$ cat src/rtl/hyperbus_rwds_window_sampler.sv
// hyperbus_rwds_window_sampler
// Per-channel RWDS capture for HyperBus PHYs. After chip-select falls, each
// channel counts PHY cycles and latches RWDS once, either at a single cycle
// index or as a 3-sample majority centred on that index. An optional training
// capture records the RWDS level for each of the first WinWidth cycles of a
// transfer. Everything runs in the PHY clock domain, and every output is
// driven directly by a flop.

module hyperbus_rwds_window_sampler #(
    parameter int unsigned NumPhys  = 2,
    parameter int unsigned CntWidth = 5,
    parameter int unsigned WinWidth = 16
) (
    input  logic                          clk_i,
    input  logic                          rst_ni,
    input  logic [CntWidth-1:0]           cfg_idx_i,
    input  logic                          cfg_vote_i,
    input  logic                          cfg_train_i,
    input  logic [NumPhys-1:0]            cs_ni,
    input  logic [NumPhys-1:0]            rwds_i,
    output logic [NumPhys-1:0]            rwds_sample_o,
    output logic [NumPhys-1:0]            sample_valid_o,
    output logic [NumPhys-1:0]            abort_o,
    output logic [NumPhys*WinWidth-1:0]   train_vec_o,
    output logic [NumPhys-1:0]            train_valid_o
);

    // The counter saturates at CntMax. The sample point is clamped so that its
    // trigger count is always reachable: single mode needs eff, and vote mode
    // needs eff+1.
    localparam logic [CntWidth-1:0] CntZero  = {CntWidth{1'b0}};
    localparam logic [CntWidth-1:0] CntMax   = {CntWidth{1'b1}};
    localparam logic [CntWidth-1:0] CntMaxM1 = CntMax - CntWidth'(1);
    localparam logic [CntWidth-1:0] CntMaxM2 = CntMax - CntWidth'(2);

    // Two-out-of-three majority used by the vote capture.
    function automatic logic majority3(input logic a, input logic b, input logic c);
        return (a & b) | (a & c) | (b & c);
    endfunction

    for (genvar ch = 0; ch < NumPhys; ch++) begin : g_ch
        logic [CntWidth-1:0] cnt_r;
        logic [CntWidth-1:0] idx_r;
        logic                vote_r;
        logic                train_r;
        logic                armed_r;
        logic                cs_low_d_r;
        logic [1:0]          hist_r;
        logic                sample_r;
        logic                valid_r;
        logic                abort_r;
        logic [WinWidth-1:0] train_vec_r;
        logic                train_valid_r;

        logic [CntWidth-1:0] eff_s;
        logic [CntWidth-1:0] trig_cnt_s;
        logic                active_s;
        logic                trig_s;
        logic                abort_hit_s;
        logic                cap_val_s;
        logic                win_end_s;

        // Clamp the shadowed index to a legal sample point and derive the count
        // at which the capture fires.
        always_comb begin
            eff_s      = idx_r;
            trig_cnt_s = idx_r;
            if (vote_r) begin
                if (idx_r == CntZero) begin
                    eff_s = CntWidth'(1);
                end else if (idx_r > CntMaxM2) begin
                    eff_s = CntMaxM2;
                end else begin
                    eff_s = idx_r;
                end
                trig_cnt_s = eff_s + CntWidth'(1);
            end else begin
                if (idx_r > CntMaxM1) begin
                    eff_s = CntMaxM1;
                end else begin
                    eff_s = idx_r;
                end
                trig_cnt_s = eff_s;
            end
        end

        // Decode this cycle's capture, abort and window-end events.
        always_comb begin
            active_s    = ~cs_ni[ch];
            trig_s      = active_s & armed_r & (cnt_r == trig_cnt_s);
            abort_hit_s = cs_ni[ch] & armed_r & cs_low_d_r;
            if (vote_r) begin
                cap_val_s = majority3(hist_r[1], hist_r[0], rwds_i[ch]);
            end else begin
                cap_val_s = rwds_i[ch];
            end
            win_end_s   = active_s & train_r & (int'(cnt_r) == int'(WinWidth) - 1);
        end

        // Channel state: counter, config shadow, arming, history, and the
        // registered outputs.
        always_ff @(posedge clk_i or negedge rst_ni) begin
            if (!rst_ni) begin
                cnt_r         <= CntZero;
                idx_r         <= CntZero;
                vote_r        <= 1'b0;
                train_r       <= 1'b0;
                armed_r       <= 1'b1;
                cs_low_d_r    <= 1'b0;
                hist_r        <= 2'b00;
                sample_r      <= 1'b0;
                valid_r       <= 1'b0;
                abort_r       <= 1'b0;
                train_vec_r   <= {WinWidth{1'b0}};
                train_valid_r <= 1'b0;
            end else begin
                valid_r       <= 1'b0;
                abort_r       <= 1'b0;
                train_valid_r <= 1'b0;
                hist_r        <= {hist_r[0], rwds_i[ch]};
                cs_low_d_r    <= active_s;
                if (cs_ni[ch]) begin
                    // Idle: re-arm, clear the counter, and track the live config.
                    cnt_r   <= CntZero;
                    armed_r <= 1'b1;
                    idx_r   <= cfg_idx_i;
                    vote_r  <= cfg_vote_i;
                    train_r <= cfg_train_i;
                    if (abort_hit_s) begin
                        abort_r <= 1'b1;
                    end
                end else begin
                    if (cnt_r != CntMax) begin
                        cnt_r <= cnt_r + CntWidth'(1);
                    end
                    if (trig_s) begin
                        sample_r <= cap_val_s;
                        valid_r  <= 1'b1;
                        armed_r  <= 1'b0;
                    end
                    if (train_r) begin
                        // At count 0 the rest of the window is cleared, so a
                        // short transfer leaves only its own bits behind.
                        for (int k = 0; k < int'(WinWidth); k++) begin
                            if (int'(cnt_r) == k) begin
                                train_vec_r[k] <= rwds_i[ch];
                            end else if (cnt_r == CntZero) begin
                                train_vec_r[k] <= 1'b0;
                            end
                        end
                        if (win_end_s) begin
                            train_valid_r <= 1'b1;
                        end
                    end
                end
            end
        end

        assign rwds_sample_o[ch]                       = sample_r;
        assign sample_valid_o[ch]                      = valid_r;
        assign abort_o[ch]                             = abort_r;
        assign train_vec_o[ch*WinWidth +: WinWidth]    = train_vec_r;
        assign train_valid_o[ch]                       = train_valid_r;
    end

endmodule

$ cat config.mk
export PLATFORM = sky130hd
export DESIGN_NAME = hyperbus_rwds_window_sampler
export DESIGN_NICKNAME = d
export VERILOG_FILES = /design/src/rtl/hyperbus_rwds_window_sampler.sv
export SDC_FILE = /design/constraint.sdc
export NUM_CORES = 1
export LEC_CHECK = 0
export CAP_MARGIN = 0
export CORE_ASPECT_RATIO = 1.25
export CORE_UTILIZATION = 61
export CTS_BUF_LIST = sky130_fd_sc_hd__clkbuf_2 sky130_fd_sc_hd__clkbuf_4 sky130_fd_sc_hd__clkbuf_8
export CTS_CLUSTER_DIAMETER = 50
export CTS_CLUSTER_SIZE = 16
export DETAILED_ROUTE_END_ITERATION = 10
export MAX_ROUTING_LAYER = met4
export PLACE_DENSITY = 0.88
export SETUP_SLACK_MARGIN = 0.02
export SLEW_MARGIN = 10
export SYNTH_ARGS = -nofsm -noshare
export SYNTH_HDL_FRONTEND = slang
export SYNTH_SLANG_ARGS = --single-unit
$ cat constraint.sdc
create_clock -name clk_i -period 3.3 [get_ports clk_i]
set_input_delay 0.66 -clock clk_i [delete_from_list [all_inputs] [get_ports clk_i]]
set_output_delay 0.66 -clock clk_i [all_outputs]
set_load 0.005 [all_outputs]
==> results of run 1 <==
power by group through the flow:
stage / clock network, µW / registers, µW / logic (µW)
6_report: 595 / 1020 / 332
5_1_grt: 646 / 1030 / 368
4_1_cts: 603 / 1020 / 336
3_5_place_dp: 0 / 1030 / 333
3_3_place_gp: 0 / 1030 / 321
2_1_floorplan: 0 / 1000 / 235
cell families (layout without fill, tap and decap cells):
| group | count (synthesis) | count (layout) | share of synthesized area [%] |
|---|---|---|---|
| buffers and inverters | 43 | 88 | 5.931 |
| multiplexers | 25 | 25 | 7.532 |
| AO/OA/AOI/OAI | 64 | 64 | 12.10 |
| XOR/XNOR | 21 | 21 | 5.010 |
| AND/OR/NAND/NOR | 114 | 114 | 15.51 |
| flip-flops | 72 | 72 | 49.15 |
| adder cells (fa/ha/maj) | 14 | 14 | 4.772 |
cell type report:
class | instances | area [µm²] | share of cell area [%]
Sequential cell | 72 | 1804 | 41.86
Inverter | 16 | 60.06 | 1.393
Tap cell | 66 | 82.58 | 1.916
Multi-Input combinational cell | 238 | 1649 | 38.26
Clock inverter | 4 | 22.52 | 0.5225
Timing Repair Buffer | 57 | 553.0 | 12.83
Clock buffer | 11 | 138.9 | 3.222
worst reg2reg max path, cell delays in order (launching register included):
cell and delay, ns:
dfrtp_1 0.46, nor4_1 0.29, nor2_1 0.06, nand2_1 0.08, ha_1 0.24, mux2i_1 0.16
xnor2_1 0.08, nor3_1 0.26, and4_4 0.30, mux2_4 0.30
Yosys cell counts, types with 7 or more instances:
cell type / n
nand2_1: 30
xnor2_1: 12
buf_2: 8
mux2_2: 17
buf_4: 8
dfrtp_1: 70
ha_1: 14
nor2_1: 33
o21ai_0: 13
inv_1: 16
a21oi_1: 14
nor2b_1: 9
xor2_1: 9
mux2i_1: 7
a22o_1: 12
registers in the layout, indices dropped and copies added (netlist names):
register and flops:
g_ch.train_vec_r 32, g_ch.valid_r 2, g_ch.abort_r 2, g_ch.armed_r 2, g_ch.train_r 2, g_ch.cs_low_d_r 2
g_ch.train_valid_r 2, g_ch.idx_r 10, g_ch.cnt_r 10, g_ch.vote_r 2, g_ch.hist_r 4, g_ch.sample_r 2
per-stage QoR:
| step | total power, µW | instances | hold slack (ns) | worst slack [ns] | utilization (%) |
|---|---|---|---|---|---|
| 2_1_floorplan | 1236 | 353 | 0.3544 | 1.160 | - |
| 3_3_place_gp | 1352 | 449 | 0.3584 | 0.7363 | 71.31 |
| 3_5_place_dp | 1365 | 449 | 0.3645 | 0.6677 | 71.31 |
| 4_1_cts | 1955 | 464 | 0.2554 | 0.9352 | 74.09 |
| 5_1_grt | 2041 | 464 | 0.2718 | 0.7454 | 74.09 |
| 6_report | 1944 | 464 | 0.2553 | 0.9638 | 74.09 |
worst paths after layout:
check                      cells after the start               from                 to
hold reg to reg                                0  g_ch[0].hist_r[0]  g_ch[0].hist_r[1]
setup reg to reg                               9   g_ch[1].idx_r[3]   g_ch[1].sample_r
setup / recovery                               9   g_ch[1].idx_r[3]   g_ch[1].sample_r
max in group asynchronous                      2             rst_ni    g_ch[1].armed_r
min in group clk_i                             0  g_ch[0].hist_r[0]  g_ch[0].hist_r[1]
hold / removal                                 1             rst_ni    g_ch[0].valid_r
layer usage:
layer	track usage [%]	wire (µm)	vias up
met5	-	0	-
met4	8.000	121	0
met3	6.606	311	11
met2	44.33	3724	69
met1	30.61	2914	1311
li1	-	-	1290
==> summary.txt, run 1 <==
Status
  • Result of the run: finished with violations
  • Violated checks: design-rule violations

Die
  • Number of top-level pins: 53
  • Count of standard-cell rows: 31
  • Die W: 71.39 µm
  • Area inside the core boundary: 0.005818 mm²
  • Y dimension of the die: 88.74 µm
  • Floorplan die area: between 0.006 and 0.007 mm²
  • Effective utilization at floorplan: a little over three fifths

Clocking
  • Number of clock buffers inserted by TritonCTS: 9
  • Clock tree from TritonCTS: built
  • Latest clock arrival within the worst-skew pair: 0.34 ns
  • Sink Count: 72
  • Clock slew at reported path FFs: 0.07 ns
  • Post-CTS Hold Buffers: 0
  • Maximum level of the CTS H-tree: 3
  • Maximum buffer depth of the clock tree: 2
  • Clock root cell: clkbuf_8
  • Buffer count from post-CTS setup fixing: 0
  • Number of cells upsized or downsized after cts: 0

Synthesis
  • Sequential cell area fraction in the yosys report: a little under 50%
  • #FFs+latches synth: 72
  • Top cell type by total area after synthesis: dfrtp_1
  • Top flip-flop cell by instance count after synthesis: dfrtp_1
  • Net count of the mapped netlist: 380
  • Post-synthesis instance area: 0.003671 mm²
  • Post-synthesis instance total: around 350
  • Number of flops mapped to enable cells by yosys: 0
  • Warnings from Yosys: 0
  • Synth async-reset ratio: 100.0%
  • Distinct cells, synth: 46
  • Proportion of netlist area held by the largest area contributor: 47.72%
  • Post-synthesis area per instance: between 10 and 15 µm²
  • Leading cell types by total area after synthesis: dfrtp_1 48%, mux2_2 5.2%, ha_1 4.8%

Power and ir drop
  • Gate power share: 17.1%
  • Total power density per cell area: 451.1 mW/mm²
  • Switching power of the nets: 526.7 µW
  • Share of total power in the clock network: 30.6%
  • Switching power as a share of total power: between 20% and 30%
  • Proportion of power drawn by flip-flops and latches: 52.3%
  • Max rail drop VDD: 0.2674 mV
  • Internal power consumption: ~1400 µW
  • Cell leakage power: 0.001899 µW

STA
  • Final number of setup-violating endpoints: 0
  • Fraction of the cycle the final worst path needs: 70.79%
  • Time the final worst path needs with I/O delays and setup: 2.336 ns
  • Sum of negative setup slack: 0 ns
  • Highest Clock Rate: about 0.43 GHz
  • Transition time at the pin with the least slew margin: 0.6609 ns
  • Relative slew slack: 55.84%
  • Hold violation total from the final report: 0
  • Worst Clk Skew: 0.006491 ns
  • Final slew viol count: 0
  • RSZ-0062 raised after global routing: no

Worst setup path
  • Classification of the worst setup path: flip-flop to flip-flop
  • Largest delay contributor family on the critical path: simple AND/OR/NAND/NOR gates
  • Arr. time, crit path: around 2.6 ns
  • Minimum setup slack among reg-to-reg paths: 0.96 ns
  • Worst-path cell chain: nor4_1 > nor2_1 > nand2_1 > ha_1 > mux2i_1 > xnor2_1 > nor3_1 > and4_4 > mux2_4
  • CP Capture Type: flip-flop
  • Buf/Inv on CP: 0
  • Largest incremental delay on the critical path: approximately 0.46 ns
  • Setup crit start kind: flip-flop
  • Cell with the largest stage delay on the worst path: dfrtp_1
  • Maximum fanout count along the critical path: 7
  • Worst endpoint required time: 3.53 ns

Global route
  • Aggregate global routing overflow: 0
  • Initial antenna violation count: 0
  • Overall fraction of global-route tracks in use: 26.10%
  • Number of global-route vias before repair: about 2600
  • Largest net degree at the start of global routing: 30
  • Wire length of the first global-routing pass: 12.24 mm

Layout
  • Final non-filler cell area: 0.004310 mm²
  • Antenna cell count: 0
  • # fillers: 408
  • Share of layout cells above drive strength 1: 11.31%
  • Synth-to-Final Area Change: 17.42%
  • Commonest cells after routing, fill and taps aside: 70 x dfrtp_1, 51 x clkdlybuf4s50_1, 33 x nor2_1
  • Final-stage net count: 421
  • Most common library cell in the layout ignoring fill and taps: dfrtp_1

Route
  • Via count of the routed design: approximately 2700
  • ANT nets after route: 0
  • Avg WL per Cell: 15.24 µm
  • Detailed-route DRC error count: 5
  • Via/cell ratio: 5.778
  • Drt pass-1 iters: 7
  • Drt total wl: 7.071 mm
  • DR iter-0 viols: 210

Placed design
  • Placed cell areas: 0.004149 mm²
  • Weighted congestion reported at the end of routability-driven placement: 0.8934
  • Post-detail-place hpwl: 5.050 mm
  • IO buf count: 52

Run
  • Max Cap Violations: 0

Min path
  • Classification of the worst-slack hold path: input pin to async pin
Note: power is estimated with default switching activity, not from simulation.
==> run 2, diff against run 1 <==
--- a/config.mk
+++ b/config.mk
@@ -7,13 +7,13 @@
 export LEC_CHECK = 0
 export CAP_MARGIN = 0
 export CORE_ASPECT_RATIO = 1.25
-export CORE_UTILIZATION = 61
+export CORE_UTILIZATION = 56
 export CTS_BUF_LIST = sky130_fd_sc_hd__clkbuf_2 sky130_fd_sc_hd__clkbuf_4 sky130_fd_sc_hd__clkbuf_8
 export CTS_CLUSTER_DIAMETER = 50
 export CTS_CLUSTER_SIZE = 16
 export DETAILED_ROUTE_END_ITERATION = 10
 export MAX_ROUTING_LAYER = met4
-export PLACE_DENSITY = 0.88
+export PLACE_DENSITY = 0.82
 export SETUP_SLACK_MARGIN = 0.02
 export SLEW_MARGIN = 10
 export SYNTH_ARGS = -nofsm -noshare
==> constraint.sdc (replaced) <==
create_clock -name clk_i -period 2.2 [get_ports clk_i]
set_input_delay 0.44 -clock clk_i [delete_from_list [all_inputs] [get_ports clk_i]]
set_output_delay 0.44 -clock clk_i [all_outputs]
set_load 0.005 [all_outputs]
==> run 2 against run 1 <==
  * The flow now finishes without violations
  * Sequential cell count did not move
  * Hold slack got worse by 0.23 ns
  * Clock skew barely moved
  * Sequential share of layout area fell by 2.1 points
  * Die area rose by 8.7%
  * Via count rose by 2.4%
  * First-iteration DRC count fell by 29%
  * Setup slack got worse by 0.91 ns
  * Sequential power rose by 48%
  * Maximum frequency rose by 9.0%
  * Clock power rose by 92%
  * Critical path type unchanged
  * Critical endpoint unchanged
==> summary.txt, run 2 (synthesis results as in run 1) <==
Placed design
  • Post-detail-place hpwl: 5.186 mm (+2.7%)
  • IO buf count: 52 (unchanged)
  • Weighted congestion reported at the end of routability-driven placement: 0.9472 (+6.0%)
  • Placed cell areas: 0.004305 mm² (+3.8%)
  • Placed Cells: 484 (+7.8%)

Worst setup path
  • Capture instance of the worst register-to-register path: g_ch[1].sample_r
  • Setup crit start kind: flip-flop
  • CP Capture Type: flip-flop
  • FF-to-FF Start: g_ch[1].idx_r[4]
  • Classification of the worst setup path: flip-flop to flip-flop
  • Number of cells on the worst reg-to-reg path: 9 (unchanged)
  • Worst endpoint required time: 2.44 ns (-1.09 ns)
  • Minimum setup slack among reg-to-reg paths: 0.06 ns (-0.91 ns)
  • Maximum fanout count along the critical path: 4 (-3)
  • Arr. time, crit path: 2.39 ns (-0.17 ns)

Clocking
  • Clock slew at reported path FFs: 0.07 ns (about the same)
  • Latest clock arrival within the worst-skew pair: 0.35 ns (about the same)
  • Number of clock buffers inserted by TritonCTS: 9 (unchanged)
  • Clock root cell: clkbuf_8
  • Post-CTS Hold Buffers: 0 (unchanged)
  • Maximum buffer depth of the clock tree: 2 (unchanged)
  • Maximum level of the CTS H-tree: 3 (unchanged)
  • Sink Count: 72 (unchanged)
  • Clock tree from TritonCTS: built

Die
  • Area inside the core boundary: 0.006246 mm² (+7.4%)
  • Die W: 74.42 µm (+4.2%)
  • Number of top-level pins: 53 (unchanged)
  • Floorplan die area: 0.006885 mm² (+8.7%)
  • Y dimension of the die: 92.52 µm (+4.3%)
  • Effective utilization at floorplan: 58.77% (-4.3 points)
  • Count of standard-cell rows: 32 (+3.2%)

Global route
  • Initial antenna violation count: 0 (unchanged)
  • Number of global-route vias before repair: 2727 (+4.2%)
  • Aggregate global routing overflow: 0 (unchanged)
  • Largest net degree at the start of global routing: 55 (+83%)
  • Wire length of the first global-routing pass: 12.16 mm (-0.62%)
  • Overall fraction of global-route tracks in use: 24.06% (-2.0 points)

Layout
  • Final standard cell count with taps included and fillers excluded: 502 (+8.2%)
  • Register with the highest flop count: g_ch.train_vec_r
  • Post-layout utilization of the core: 72.74% (-1.3 points)
  • Max reg flops: 32 (unchanged)
  • Registers with the most flip-flops: g_ch.train_vec_r (32), g_ch.cnt_r (10), g_ch.idx_r (10)
  • Commonest cells after routing, fill and taps aside: 69 x dfrtp_1, 51 x clkdlybuf4s50_1, 33 x nor2_1
  • Synth-to-Final Area Change: 23.76%
  • Final non-filler cell area: 0.004543 mm² (+5.4%)
  • Share of layout cells above drive strength 1: 15.83% (+4.5 points)
  • Final-stage net count: 439 (+4.3%)
  • # fillers: 462 (+13%)
  • Antenna cell count: 0 (unchanged)
  • Most common library cell in the layout ignoring fill and taps: dfrtp_1

Min path
  • Classification of the worst-slack hold path: input pin to async pin

STA
  • Relative slew slack: 67.36% (+12 points)
  • Hold violation total from the final report: 0 (unchanged)
  • Highest Clock Rate: 0.4664 GHz (+9.0%)
  • RSZ-0062 raised after global routing: yes
  • Fraction of the cycle the final worst path needs: 97.46% (+27 points)
  • Final slew viol count: 0 (unchanged)
  • Worst Clk Skew: 0.006372 ns (-0.0001189 ns)
  • Transition time at the pin with the least slew margin: 0.4897 ns (-0.1713 ns)
  • Final number of setup-violating endpoints: 0 (unchanged)
  • Time the final worst path needs with I/O delays and setup: 2.144 ns (-0.1920 ns)
  • Sum of negative setup slack: 0 ns (unchanged)

Run
  • Max Cap Violations: 0 (unchanged)

Route
  • Avg WL per Cell: 14.40 µm (-5.5%)
  • Via/cell ratio: 5.468 (-5.4%)
  • Detailed-route DRC error count: 0 (-5)
  • Via count of the routed design: 2745 (+2.4%)
  • Drt total wl: 7.230 mm (+2.2%)
  • Drt pass-1 iters: 4 (-3)
  • DR iter-0 viols: 149 (-29%)
  • ANT nets after route: 0 (unchanged)

Status
  • Result of the run: complete, no violations

Power and ir drop
  • Cell leakage power: 0.002021 µW (+6.4%)
  • Max rail drop VDD: 0.4265 mV (+59%)
  • Total power density per cell area: 706.8 mW/mm² (+57%)
  • Power, Total: 3211 µW (+65%)
run 2: cell types whose count changed in the layout (fill, tap and decap cells not counted):
cell,before,now
buf_4,5,22
bufinv_16,0,2
buf_12,0,1
clkbuf_4,2,3
clkinv_2,3,2
clkinvlp_4,1,0
dfrtp_1,70,69
dfrtp_2,0,1
nor3_1,6,5
nor3_2,1,2
run 2: how the worst max path moves through the flow:
stage / cells after the start / startpoint / endpoint
final: 9 / g_ch[1].idx_r[4] / g_ch[1].sample_r
after global routing: 9 / g_ch[1].idx_r[4] / g_ch[1].sample_r
after CTS: 8 / g_ch[1].idx_r[2] / g_ch[1].sample_r
after detailed placement: 9 / g_ch[1].idx_r[4] / g_ch[1].sample_r
after global placement: 9 / g_ch[1].idx_r[4] / g_ch[1].sample_r
after floorplan: 10 / g_ch[1].idx_r[3] / g_ch[1].sample_r
run 2: through the flow:
step / worst slack, ns / hold slack, ns
floorplan: 0.05968 / 0.1444
global placement: 0.02552 / 0.3596
detailed placement: -0.02788 / 0.3653
CTS: 0.03934 / 0.03556
global route: -0.06507 / 0.05944
finish: 0.05580 / 0.02650
run 2: metal layers:
layer  up-vias  share of wire (%)  global-route usage (%)
li1       1338                  -                       -
met1      1338                 41                   26.65
met2        57                 53                   41.67
met3        12                3.1                   3.264
met4         0                2.2                   11.64
met5         -                  0                       -
run 2: layout make-up:
type / count / area, µm² / area share (%)
timing repair buffer: 75 / 700.7 / 15.42
tap: 85 / 106.4 / 2.341
inverter: 16 / 60.06 / 1.322
sequential: 72 / 1805 / 39.74
multi-input combinational: 238 / 1654 / 36.41
clock inverter: 4 / 70.07 / 1.542
clock buffer: 12 / 146.4 / 3.222
run 2: critical path: stages, from the launching register on:
cell and delay (ns):
dfrtp_1 0.41, nor4_1 0.28, nor2_1 0.07, nand2_1 0.07
ha_1 0.17, nand4_1 0.12, xnor2_1 0.15, nor3_1 0.23
and4_4 0.25, mux2_4 0.29
run 2: power breakdown:
| group | internal [µW] | total [µW] | switching (µW) |
|---|---|---|---|
| Combinational | 316 | 561 | 245 |
| Clock | 673 | 1140 | 470 |
| Sequential | 1420 | 1510 | 83.6 |
| Total | 2410 | 3210 | 798 |
run 2: what timing repair did:
| action | 4_1_cts | 5_1_grt |
|---|---|---|
| resized for setup | 0 | 2 |
| setup endpoints to repair | 1 | 2 |
| buffers inserted | 2 | 0 |
| pin swaps | 1 | 0 |
| endpoints found under the hold margin | 0 | 0 |
==> run 3, diff against run 2 <==
--- a/config.mk
+++ b/config.mk
@@ -13,7 +13,7 @@
 export CTS_CLUSTER_SIZE = 16
 export DETAILED_ROUTE_END_ITERATION = 10
 export MAX_ROUTING_LAYER = met4
-export PLACE_DENSITY = 0.82
+export PLACE_DENSITY = 0.91
 export SETUP_SLACK_MARGIN = 0.02
 export SLEW_MARGIN = 10
 export SYNTH_ARGS = -nofsm -noshare
==> run 3 against run 2 <==
  * Register-to-register slack got worse by 0.03 ns
  * Design area increased by 0.72%
  * Final cell count up 0.20%
  * Setup slack worse by 0.032 ns
  * Sequential share of layout area is 0.31 points lower
==> summary.txt, run 3 (synthesis results as in run 1) <==
Status
  • Result of the run: complete, no violations

STA
  • Transition time at the pin with the least slew margin: 0.5034 ns (+0.01374 ns)
  • Final slew viol count: 0 (unchanged)
  • Worst hold slack: 0.09683 ns (+0.07033 ns)
  • Time the final worst path needs with I/O delays and setup: 2.177 ns (+0.03236 ns)
  • Fraction of the cycle the final worst path needs: 98.93% (+1.5 points)
  • Highest Clock Rate: 0.4594 GHz (-1.5%)
  • Hold violation total from the final report: 0 (unchanged)
  • RSZ-0062 raised after global routing: yes
  • Relative slew slack: 66.44% (-0.92 points)
  • Worst Clk Skew: 0.007260 ns (+0.0008881 ns)
  • Final number of setup-violating endpoints: 0 (unchanged)

Worst setup path
  • CP Capture Type: flip-flop
  • Arr. time, crit path: 2.41 ns (+0.02 ns)
  • FF-to-FF Start: g_ch[1].idx_r[1]
  • Worst setup startpoint: g_ch[1].idx_r[1]
  • Maximum fanout count along the critical path: 4 (unchanged)
  • Setup crit start kind: flip-flop
  • Worst endpoint required time: 2.44 ns (about the same)
  • Classification of the worst setup path: flip-flop to flip-flop

Clocking
  • Maximum level of the CTS H-tree: 3 (unchanged)
  • Latest clock arrival within the worst-skew pair: 0.35 ns (about the same)
  • Maximum buffer depth of the clock tree: 2 (unchanged)
  • Number of clock buffers inserted by TritonCTS: 9 (unchanged)
  • Clock tree from TritonCTS: built
  • Sink Count: 72 (unchanged)
  • Post-CTS Hold Buffers: 0 (unchanged)
  • Clock root cell: clkbuf_8
  • Clock slew at reported path FFs: 0.07 ns (about the same)

Layout
  • Final-stage net count: 440 (+0.23%)
  • Most common library cell in the layout ignoring fill and taps: dfrtp_1
  • Final non-filler cell area: 0.004576 mm² (+0.72%)
  • Antenna cell count: 0 (unchanged)
  • Max reg flops: 32 (unchanged)
  • Synth-to-Final Area Change: 24.64%
  • Share of layout cells above drive strength 1: 16.27% (+0.44 points)
  • Register with the highest flop count: g_ch.train_vec_r
  • Commonest cells after routing, fill and taps aside: 70 x dfrtp_1, 51 x clkdlybuf4s50_1, 33 x nor2_1
  • Registers with the most flip-flops: g_ch.train_vec_r (32), g_ch.cnt_r (10), g_ch.idx_r (10)
  • # fillers: 445 (-3.7%)

Route
  • DR iter-0 viols: 174 (+17%)
  • Via count of the routed design: 2805 (+2.2%)
  • Via/cell ratio: 5.577 (+2.0%)
  • ANT nets after route: 0 (unchanged)
  • Drt total wl: 7.642 mm (+5.7%)
  • Avg WL per Cell: 15.19 µm (+5.5%)
  • Detailed-route DRC error count: 0 (unchanged)
  • Drt pass-1 iters: 4 (unchanged)

Die
  • Count of standard-cell rows: 32 (unchanged)
  • Effective utilization at floorplan: 58.77% (unchanged)
  • Y dimension of the die: 92.52 µm (unchanged)
  • Area inside the core boundary: 0.006246 mm² (unchanged)
  • Die W: 74.42 µm (unchanged)
  • Number of top-level pins: 53 (unchanged)
  • Floorplan die area: 0.006885 mm² (unchanged)

Placed design
  • Weighted congestion reported at the end of routability-driven placement: 0.8428 (-11%)
  • Placed cell areas: 0.004313 mm² (+0.17%)
  • IO buf count: 52 (unchanged)
  • Post-detail-place hpwl: 5.249 mm (+1.2%)

Power and ir drop
  • Max rail drop VDD: 0.5997 mV (+41%)
  • Total power density per cell area: 718.0 mW/mm² (+1.6%)
  • Cell leakage power: 0.002035 µW (+0.68%)

Min path
  • Classification of the worst-slack hold path: input pin to async pin

Global route
  • Overall fraction of global-route tracks in use: 25.59% (+1.5 points)
  • Number of global-route vias before repair: 2802 (+2.8%)
  • Initial antenna violation count: 0 (unchanged)
  • Largest net degree at the start of global routing: 73 (+33%)
  • Aggregate global routing overflow: 0 (unchanged)
  • Wire length of the first global-routing pass: 12.87 mm (+5.8%)

Run
  • Max Cap Violations: 0 (unchanged)
## run 3: cell types whose count changed in the layout (fill, tap and decap cells not counted), sizes merged
| cell | previous run | this run |
|---|---|---|
| clkinv | 2 | 1 |
| buf | 24 | 25 |
| clkbuf | 12 | 13 |
## run 3: worst paths after layout
check                                    end  slack [ns]  depth (start not counted)
setup / recovery            g_ch[1].sample_r        0.02                          9
hold / removal               g_ch[0].abort_r         0.1                          2
setup reg to reg            g_ch[1].sample_r        0.02                          9
hold reg to reg            g_ch[1].hist_r[1]        0.40                          0
max in group asynchronous    g_ch[1].armed_r        1.75                          2
min in group clk_i         g_ch[1].hist_r[1]        0.40                          0
## run 3: repair_timing
| action | in CTS | in global routing |
|---|---|---|
| setup endpoints to repair | 1 | 2 |
| pin swaps | 2 | 0 |
| setup buffers | 2 | 0 |
| resized for setup | 0 | 3 |
## run 3: stage by stage
| step | setup WS [ns] | std cells | utilization (%) | power, µW | TNS (ns) |
|---|---|---|---|---|---|
| 2_1_floorplan | 0.05968 | 353 | - | 1854 | 0 |
| 3_3_place_gp | 0.06407 | 485 | 69.05 | 2062 | 0 |
| 3_5_place_dp | -0.01952 | 485 | 69.05 | 2090 | -0.01952 |
| 4_1_cts | 0.01639 | 503 | 73.00 | 3303 | 0 |
| 5_1_grt | -0.1264 | 503 | 73.26 | 3435 | -0.1264 |
| 6_report | 0.02344 | 503 | 73.26 | 3285 | 0 |
## run 3: power by group
| group | internal (µW) | switching [µW] | leakage [µW] |
|---|---|---|---|
| combinational | 320 | 258 | 0.000976 |
| sequential | 1420 | 86.3 | 0.000939 |
| clock | 724 | 474 | 0.000120 |
| total | 2470 | 818 | 0.00203 |
## run 3: final cells by class
class	count	area, µm²	area share [%]
inverter	16	60.06	1.313
clock buffer	13	166.4	3.637
sequential	72	1804	39.43
timing repair buffer	76	708.2	15.48
clock inverter	3	65.06	1.422
tap	85	106.4	2.324
multi-input combinational	238	1665	36.40
## run 3: per-layer routing
metal	part of all wire (%)	global-route usage, %
met1	40	27.52
met2	55	44.74
met3	3.6	5.114
met4	1.8	10.85
met5	0	-
## run 3: worst max-delay path: stages (launching register included)
cell and delay (ns):
dfrtp_1 0.42, nor4_2 0.30, nor2_1 0.09, nand2_1 0.08, ha_1 0.17, nand4_1 0.11
xnor2_1 0.17, nor3_2 0.20, and4_4 0.24, mux2_4 0.29
